--- config.mk ---
export PLATFORM = sky130hd
export DESIGN_NAME = timing_counter_bank
export DESIGN_NICKNAME = d
export VERILOG_FILES = /design/src/rtl/timer_defs.sv /design/src/rtl/NBitAddSub.sv /design/src/rtl/down_timer_chan.sv /design/src/rtl/timing_counter_bank.sv
export SDC_FILE = /design/constraint.sdc
export NUM_CORES = 1
export LEC_CHECK = 0
export ABC_AREA = 1
export BUFFER_PORTS_ARGS = -buffer_cell sky130_fd_sc_hd__buf_2
export CORE_UTILIZATION = 59
export DETAILED_ROUTE_END_ITERATION = 8
export PLACE_DENSITY = 0.85
export SETUP_SLACK_MARGIN = 0.1
export SLEW_MARGIN = 20
export SYNTH_ARGS = -nofsm -noshare
export SYNTH_HDL_FRONTEND = slang
export SYNTH_SLANG_ARGS = --single-unit
--- constraint.sdc ---
create_clock -name clk -period 2.4 [get_ports clk]
set_input_delay 0.24 -clock clk [delete_from_list [all_inputs] [get_ports clk]]
set_output_delay 0.24 -clock clk [all_outputs]
set_load 0.02 [all_outputs]
--- src/rtl/timer_defs.sv ---
// Shared encodings for the timing counter bank: channel run state and count mode.
package timer_defs;

  typedef enum logic {
    ST_IDLE = 1'b0,
    ST_RUN  = 1'b1
  } chan_state_t;

  localparam logic MODE_ONESHOT = 1'b0;
  localparam logic MODE_RELOAD  = 1'b1;

endpackage

--- src/rtl/NBitAddSub.sv ---
// N-bit adder/subtractor: s = a + b when sub=0, s = a - b (two's complement) when sub=1.
module NBitAddSub #(
  parameter int N = 8
) (
  input  logic [N-1:0] a,
  input  logic [N-1:0] b,
  input  logic         sub,
  output logic [N-1:0] s
);

  assign s = a + (b ^ {N{sub}}) + N'(sub);

endmodule

--- src/rtl/down_timer_chan.sv ---
// One down-counting timer channel: load, decrement while enabled, one-cycle tc at terminal
// count, then either stop at zero (one-shot) or restart from the reload value.
import timer_defs::*;

module down_timer_chan #(
  parameter int COUNT_BITS = 8
) (
  input  logic                  clk,
  input  logic                  rst,
  input  logic                  ld,
  input  logic                  en,
  input  logic                  mode,
  input  logic [COUNT_BITS-1:0] load_val,
  output logic [COUNT_BITS-1:0] count,
  output logic                  zero,
  output logic                  tc,
  output logic                  busy
);

  chan_state_t           state;
  logic [COUNT_BITS-1:0] reload;
  logic [COUNT_BITS-1:0] count_dec;

  NBitAddSub #(.N(COUNT_BITS)) u_dec (
    .a   (count),
    .b   (COUNT_BITS'(1)),
    .sub (1'b1),
    .s   (count_dec)
  );

  // While in RUN the count is never 0, so terminal count is detected at 1 and no wrap occurs.
  always_ff @(posedge clk) begin
    if (rst) begin
      state  <= ST_IDLE;
      count  <= '0;
      reload <= '0;
      tc     <= 1'b0;
    end else if (ld) begin
      count  <= load_val;
      reload <= load_val;
      state  <= (load_val != '0) ? ST_RUN : ST_IDLE;
      tc     <= 1'b0;
    end else if (state == ST_RUN && en) begin
      if (count == COUNT_BITS'(1)) begin
        tc <= 1'b1;
        if (mode == MODE_RELOAD) begin
          count <= reload;
        end else begin
          count <= '0;
          state <= ST_IDLE;
        end
      end else begin
        count <= count_dec;
        tc    <= 1'b0;
      end
    end else begin
      tc <= 1'b0;
    end
  end

  assign zero = (count == '0);
  assign busy = (state == ST_RUN);

endmodule

--- src/rtl/timing_counter_bank.sv ---
// Bank of NUM_CH independent down-timer channels with packed count buses and a combined busy flag.
import timer_defs::*;

module timing_counter_bank #(
  parameter int COUNT_BITS = 8,
  parameter int NUM_CH     = 4,
  parameter int PATH_DELAY = 3
) (
  input  logic                         clk,
  input  logic                         rst,
  input  logic [NUM_CH-1:0]            ld,
  input  logic [NUM_CH-1:0]            en,
  input  logic [NUM_CH-1:0]            mode,
  input  logic [NUM_CH*COUNT_BITS-1:0] load_val,
  output logic [NUM_CH*COUNT_BITS-1:0] count,
  output logic [NUM_CH-1:0]            zero,
  output logic [NUM_CH-1:0]            tc,
  output logic                         busy
);

  logic [NUM_CH-1:0] busy_ch;

  if (NUM_CH < 1 || NUM_CH > 16 || COUNT_BITS < 1 || PATH_DELAY < 0) begin : g_bad_param
    $error("timing_counter_bank: unsupported parameter value");
  end

  for (genvar i = 0; i < NUM_CH; i++) begin : g_ch
    down_timer_chan #(.COUNT_BITS(COUNT_BITS)) u_chan (
      .clk      (clk),
      .rst      (rst),
      .ld       (ld[i]),
      .en       (en[i]),
      .mode     (mode[i]),
      .load_val (load_val[i*COUNT_BITS +: COUNT_BITS]),
      .count    (count[i*COUNT_BITS +: COUNT_BITS]),
      .zero     (zero[i]),
      .tc       (tc[i]),
      .busy     (busy_ch[i])
    );
  end

  assign busy = |busy_ch;

endmodule

### Yosys cells after proc, flatten, opt, wreduce, memory -nomap -nowiden

Index checks and enable logic that the tools add are counted.

| word-level totals | value |
|---|---|
| register bits after elaboration | 72 |
| input bits | 46 |
| output and inout bits | 41 |
| word-level logic and storage cells | 105 |

| cells by class | value |
|---|---|
| add/sub/neg operators | 8 |
| eq/ne operators | 8 |
| mux-type cells | 40 |
| bitwise gates (word level) | 4 |
| reductions and logical operators | 29 |

Operator list:

| operator | number |
|---|---|
| 8-bit two-way mux | 16 |
| 8-bit by 1-bit adder with 8-bit output, second input constant | 4 |
| 8-bit adder, second input constant | 4 |
| 8-bit by 1-bit == test with 1-bit output, second input constant | 4 |
| 8-bit logical NOT | 4 |
| 8-bit nonzero test | 4 |
| 1-bit two-way mux | 24 |
| 2-bit nonzero test | 8 |
| 3-bit AND reduction | 4 |
| 3-bit OR reduction | 4 |
| 2-bit != test, second input constant | 4 |
| 1-bit logical AND | 4 |
| 1-bit inverter | 4 |
| 4-bit OR reduction | 1 |

### Depth between registers and ports, before layout

| depth | value |
|---|---|
| word-level depth | 5 |
| mapped depth | 10 |
| depth with buffers taken out | 10 |

### Cells and area by module

From an unflattened synthesis, not the netlist that was laid out.

| unflattened totals | value |
|---|---|
| cell total of the unflattened synthesis | 840 |
| area, all modules | 5584.1 µm² |

Modules (own cells, without submodules):

| module | instances | cells an instance | area each (µm²) | seq. area each (µm²) |
|---|---|---|---|---|
| down_timer_chan | 4 | 140 | 969.7 | 360.3 |
| NBitAddSub (g_ch[0].u_chan.u_dec ...) | 3 | 69 | 421.7 | 0.0 |
| NBitAddSub (g_ch[3].u_chan.u_dec) | 1 | 70 | 429.2 | 0.0 |
| timing_counter_bank | 1 | 3 | 11.3 | 0.0 |

### Worst setup path before layout

Ideal clock, no wire load.

| path | value |
|---|---|
| kind | register to register |
| start | reg g_ch[1].u_chan.count[0] |
| end | reg g_ch[1].u_chan.count[2] |
| setup time | 0.128 ns |
| data arrival time | 1.397 ns |
| required time | 2.272 ns |
| setup slack | 0.876 ns |
| stages on the path, launching flop included | 10 |
| path buffers | 1 |
| period minus slack after synthesis | 1.524 ns |
| cell sequence | dfxtp_1 ha_1 inv_1 nor3_1 nand2_1 buf_4 o21ai_0 nand2_1 a21oi_1 nor2_1 |

| between the ends | value |
|---|---|
| longest elaborated chain between the ends | 5 |
| elaborated cells between the ends (all ways) | 6 |
| those cells by class | add/sub (2); eq/ne (1); mux (3) |

Ends and longest elaborated chain:

| item | line | RTL |
|---|---|---|
| from (decl) | down_timer_chan.sv:14 | `output logic [COUNT_BITS-1:0] count,` |
| from (signal assigned) | down_timer_chan.sv:39 | `count <= load_val;` |
| from (signal assigned) | down_timer_chan.sv:47 | `count <= reload;` |
| from (signal assigned) | down_timer_chan.sv:53 | `count <= count_dec;` |
| 8-bit adder | NBitAddSub.sv:11 | `assign s = a + (b ^ {N{sub}}) + N'(sub);` |
| 8-bit by 1-bit adder with 8-bit output | NBitAddSub.sv:11 |  |
| 8-bit two-way mux (*) | down_timer_chan.sv:44 | `if (count == COUNT_BITS'(1)) begin` |
| 8-bit two-way mux (*) | down_timer_chan.sv:43 | `end else if (state == ST_RUN && en) begin` |
| 8-bit two-way mux (*) | down_timer_chan.sv:38 | `end else if (ld) begin` |

Mark *: on every way between the ends. The rest lies on a longest branch, timed or not. The select of a mux whose other input is x is not followed.
A chain may end at the register's enable or synchronous reset.

### Worst setup path in the final report

| path | value |
|---|---|
| start | reg g_ch[0].u_chan.count[0] |
| end | out zero[0] |

| between the ends | value |
|---|---|
| longest elaborated chain between the ends | 1 |

Ends and longest elaborated chain:

| item | line | RTL |
|---|---|---|
| from (decl) | down_timer_chan.sv:14 |  |
| from (signal assigned) | down_timer_chan.sv:39 |  |
| from (signal assigned) | down_timer_chan.sv:47 |  |
| from (signal assigned) | down_timer_chan.sv:53 |  |
| 8-bit logical NOT | down_timer_chan.sv:61 | `assign zero = (count == '0);` |
| to (decl) | timing_counter_bank.sv:16 | `output logic [NUM_CH-1:0] zero,` |

Every way passes these cells.

==> results_dict.tcl <==
set metrics [dict create \
    status "finished with violations" \
    violations "DRC" \
    synth_area_leaders "dfxtp_1 36%, nand2_1 18%, a21oi_1 7.2%" \
    place_inst 779 \
    nFillCells 553 \
    cts_tree "done" \
    layout_min_cycle_time_ns 1.79 \
    fin_area_um2 4650 \
    finalSetupTns_ns 0 \
    cp_slowest_cell "dfxtp_1" \
    synth_top_area_share_pct 35.6 \
    finalHoldViolCount 0 \
    die_height_um 84.8 \
    endpoint_kind "output pin" \
    first_global_vias 3940 \
    p_leak_uw 0.00235 \
    clock_latency_ns 0.36 \
    fin_skew_ns 0.00817 \
    syn_inst 642 \
    cts-root-buf "clkbuf_8" \
    required_ns 2.16 \
    wl_per_cell_um 13.1 \
    drtIter0Drc 241 \
    ys_warn_count 0 \
    clkSinkCount 72 \
    cpPeakStageDelay_ns 0.36 \
    num_vias 4374 \
    setup_viol 0 \
    ant_nets 0 \
    place_congestion 0.943 \
    critPathLaunchType "register" \
    synth.distinct_cells 30 \
    cts-resized-gates 0 \
    fin_crit_sh_pct 74.6 \
    syn-num-nets 696 \
    worst_slew_pin_slew_ns 0.641 \
    pwr-share-seq_pct 42.9 \
    post-dp-hpwl_um 7480 \
    grt_first_pass_wirelength_um 17200 \
    netlist_area_um2 4050 \
    finalMaxSlewViolations 0 \
    totalWireLength_um 10400 \
    syn2layout_area_growth_pct 14.9 \
    final_nets 767 \
    synth_area_leader_cell "dfxtp_1" \
    rows 29 \
    cap_violations 0 \
    grt_overflow_total 0 \
    clock.fmax_ghz 0.558 \
    place_area_um2 4440 \
    vias_per_cell 5.50 \
    powerDensity_nw_per_um2 676 \
    internal_power_uw 2140 \
    cts_inserted_buffers 9 \
    arrival_ns 1.55 \
    ys_ff_latch 72 \
    cp_top_family "flip-flops" \
    vdd_drop_max_mv 0.413 \
    hp-class "input port to register" \
    die-area_um2 7190 \
    clkPwrFrac_pct 34.1 \
    die_x_um 84.8 \
    layout.cells.non_filler 795 \
    netSwitchingFraction_pct 32.0 \
    cts_hold_buffers 0 \
    crit_fanout 5 \
    clk_pin_slew_ns 0.08 \
    switching_power_uw 1000 \
    drc_errors 4 \
    firstDrtPassIters 7 \
    post_cts_buffers 0 \
    fp.coreArea_um2 6490 \
    drive_gt1_share_pct 15.9 \
    antenna_found_initial 0 \
    worst-setup-path-type "register to output pin" \
    synth-seq-area-share_pct 35.6 \
    slew_headroom_pct 57.2 \
    initial_core_util_pct 62.3 \
    clock_path_buffers 2 \
    io_pins 87 \
    htree_levels 3 \
    grtUsageTotal_pct 29.7 \
    num_antenna_cells 0 \
    grt_max_degree 35 \
    pwr-share-comb_pct 23.0 \
    path_cells "inv_1 -> ha_1 -> nand2_1 -> nor3_1 -> buf_2" \
    rsz0062_at_grt "false" \
    numPortBuffers 86 \
    crit_buf_inv 2 \
    avgSynthCellArea_um2 6.30 \
]
==> cells in the final DEF (no fill, tap or decap), drive strengths merged <==
master	count
o211ai	1
nand3	42
nor2	66
a21oi	58
buf	88
bufinv	2
o22ai	3
nand4	8
nor3	12
clkinv	2
a21boi	1
o31ai	2
xor2	4
nand2	198
clkbuf	13
o21bai	4
or4	1
o21ai	47
nor4	7
a31oi	1
dfxtp	72
inv	78
ha	8
==> flip-flops by register name, summed over array words and instances, names as in the netlist <==
register and cells:
g_ch.u_chan.tc 4, g_ch.u_chan.count 32, g_ch.u_chan.busy 4, g_ch.u_chan.reload 32
==> routing by layer <==
metal | global-route usage [%] | share of wire, % | wire, um
met4 | 15.1 | 2.4 | 250
met2 | 48.4 | 47 | 4840
met5 | 0 | 0 | 0
met1 | 38.4 | 42 | 4410
met3 | 4.42 | 8.5 | 883
==> path summary, 6_finish.rpt <==
path,slack (ns),endpoint,cells after the start,start
worst max register to register,0.61,g_ch[1].u_chan.count[5],10,g_ch[1].u_chan.count[1]
worst min register to register,0.46,g_ch[0].u_chan.reload[3],2,g_ch[0].u_chan.reload[3]
worst min-delay path,0.16,g_ch[1].u_chan.reload[4],3,load_val[12]
worst max-delay path,0.61,zero[0],5,g_ch[0].u_chan.count[0]
==> cell usage after synthesis <==
cell type	count
a21boi_0	1
a21oi_1	58
a31oi_1	1
buf_1	2
buf_2	4
buf_4	9
buf_6	1
clkbuf_1	12
clkinv_1	1
dfxtp_1	72
ha_1	8
inv_1	76
inv_2	2
nand2_1	195
nand2_2	3
nand3_1	42
nand4_1	8
nor2_1	58
nor2_2	4
nor2_4	4
nor3_1	12
nor4_1	7
o211ai_1	1
o21ai_0	46
o21ai_1	1
o21bai_1	4
o22ai_1	3
o31ai_1	2
or4_1	1
xor2_1	4
==> layout make-up <==
class | instances | area [um^2] | area share [%]
clock inverters | 3 | 65.1 | 1.40
multi-input cells | 463 | 2160 | 46.4
clock buffers | 13 | 149 | 3.20
repair buffers | 88 | 445 | 9.58
inverters | 79 | 297 | 6.38
well taps | 77 | 96.3 | 2.07
flip-flops and latches | 72 | 1440 | 31.0
==> kinds of logic (layout without fill, tap and decap cells) <==
family | after synthesis | count (layout) | share of synthesized area [%]
compound gates | 117 | 117 | 15.1
xor+xnor | 4 | 4 | 0.866
fa+ha+maj | 8 | 8 | 2.47
buf+inv | 107 | 183 | 11.1
flops | 72 | 72 | 35.6
simple gates | 334 | 334 | 34.9
==> power groups by stage <==
stage | clock network, uW | logic (uW) | registers (uW)
after CTS | 1070 | 715 | 1340
after global routing | 1130 | 813 | 1360
final | 1070 | 724 | 1350
after global placement | 0 | 692 | 1370
after floorplan | 0 | 477 | 1410
after detailed placement | 0 | 709 | 1370
==> through the flow <==
step	total power, uW	utilization [%]	worst slack, ns	hold WS (ns)
2_1_floorplan	1890	-	0.876	0.375
3_3_place_gp	2060	68.3	0.778	0.450
3_5_place_dp	2080	68.3	0.668	0.454
4_1_cts	3130	71.6	0.616	0.156
5_1_grt	3300	71.6	0.412	0.171
6_report	3140	71.6	0.608	0.161
==> worst register-to-register path: cells and delay by family, from the launching register on <==
| family | cells | cell delay [ns] |
|---|---|---|
| AO/OA/AOI/OAI | 1 | 0.14 |
| adder cells (fa/ha/maj) | 1 | 0.16 |
| buffers and inverters | 2 | 0.15 |
| flip-flops | 1 | 0.32 |
| AND/OR/NAND/NOR | 6 | 0.97 |
No activity file was read; power rests on OpenSTA's default activity.
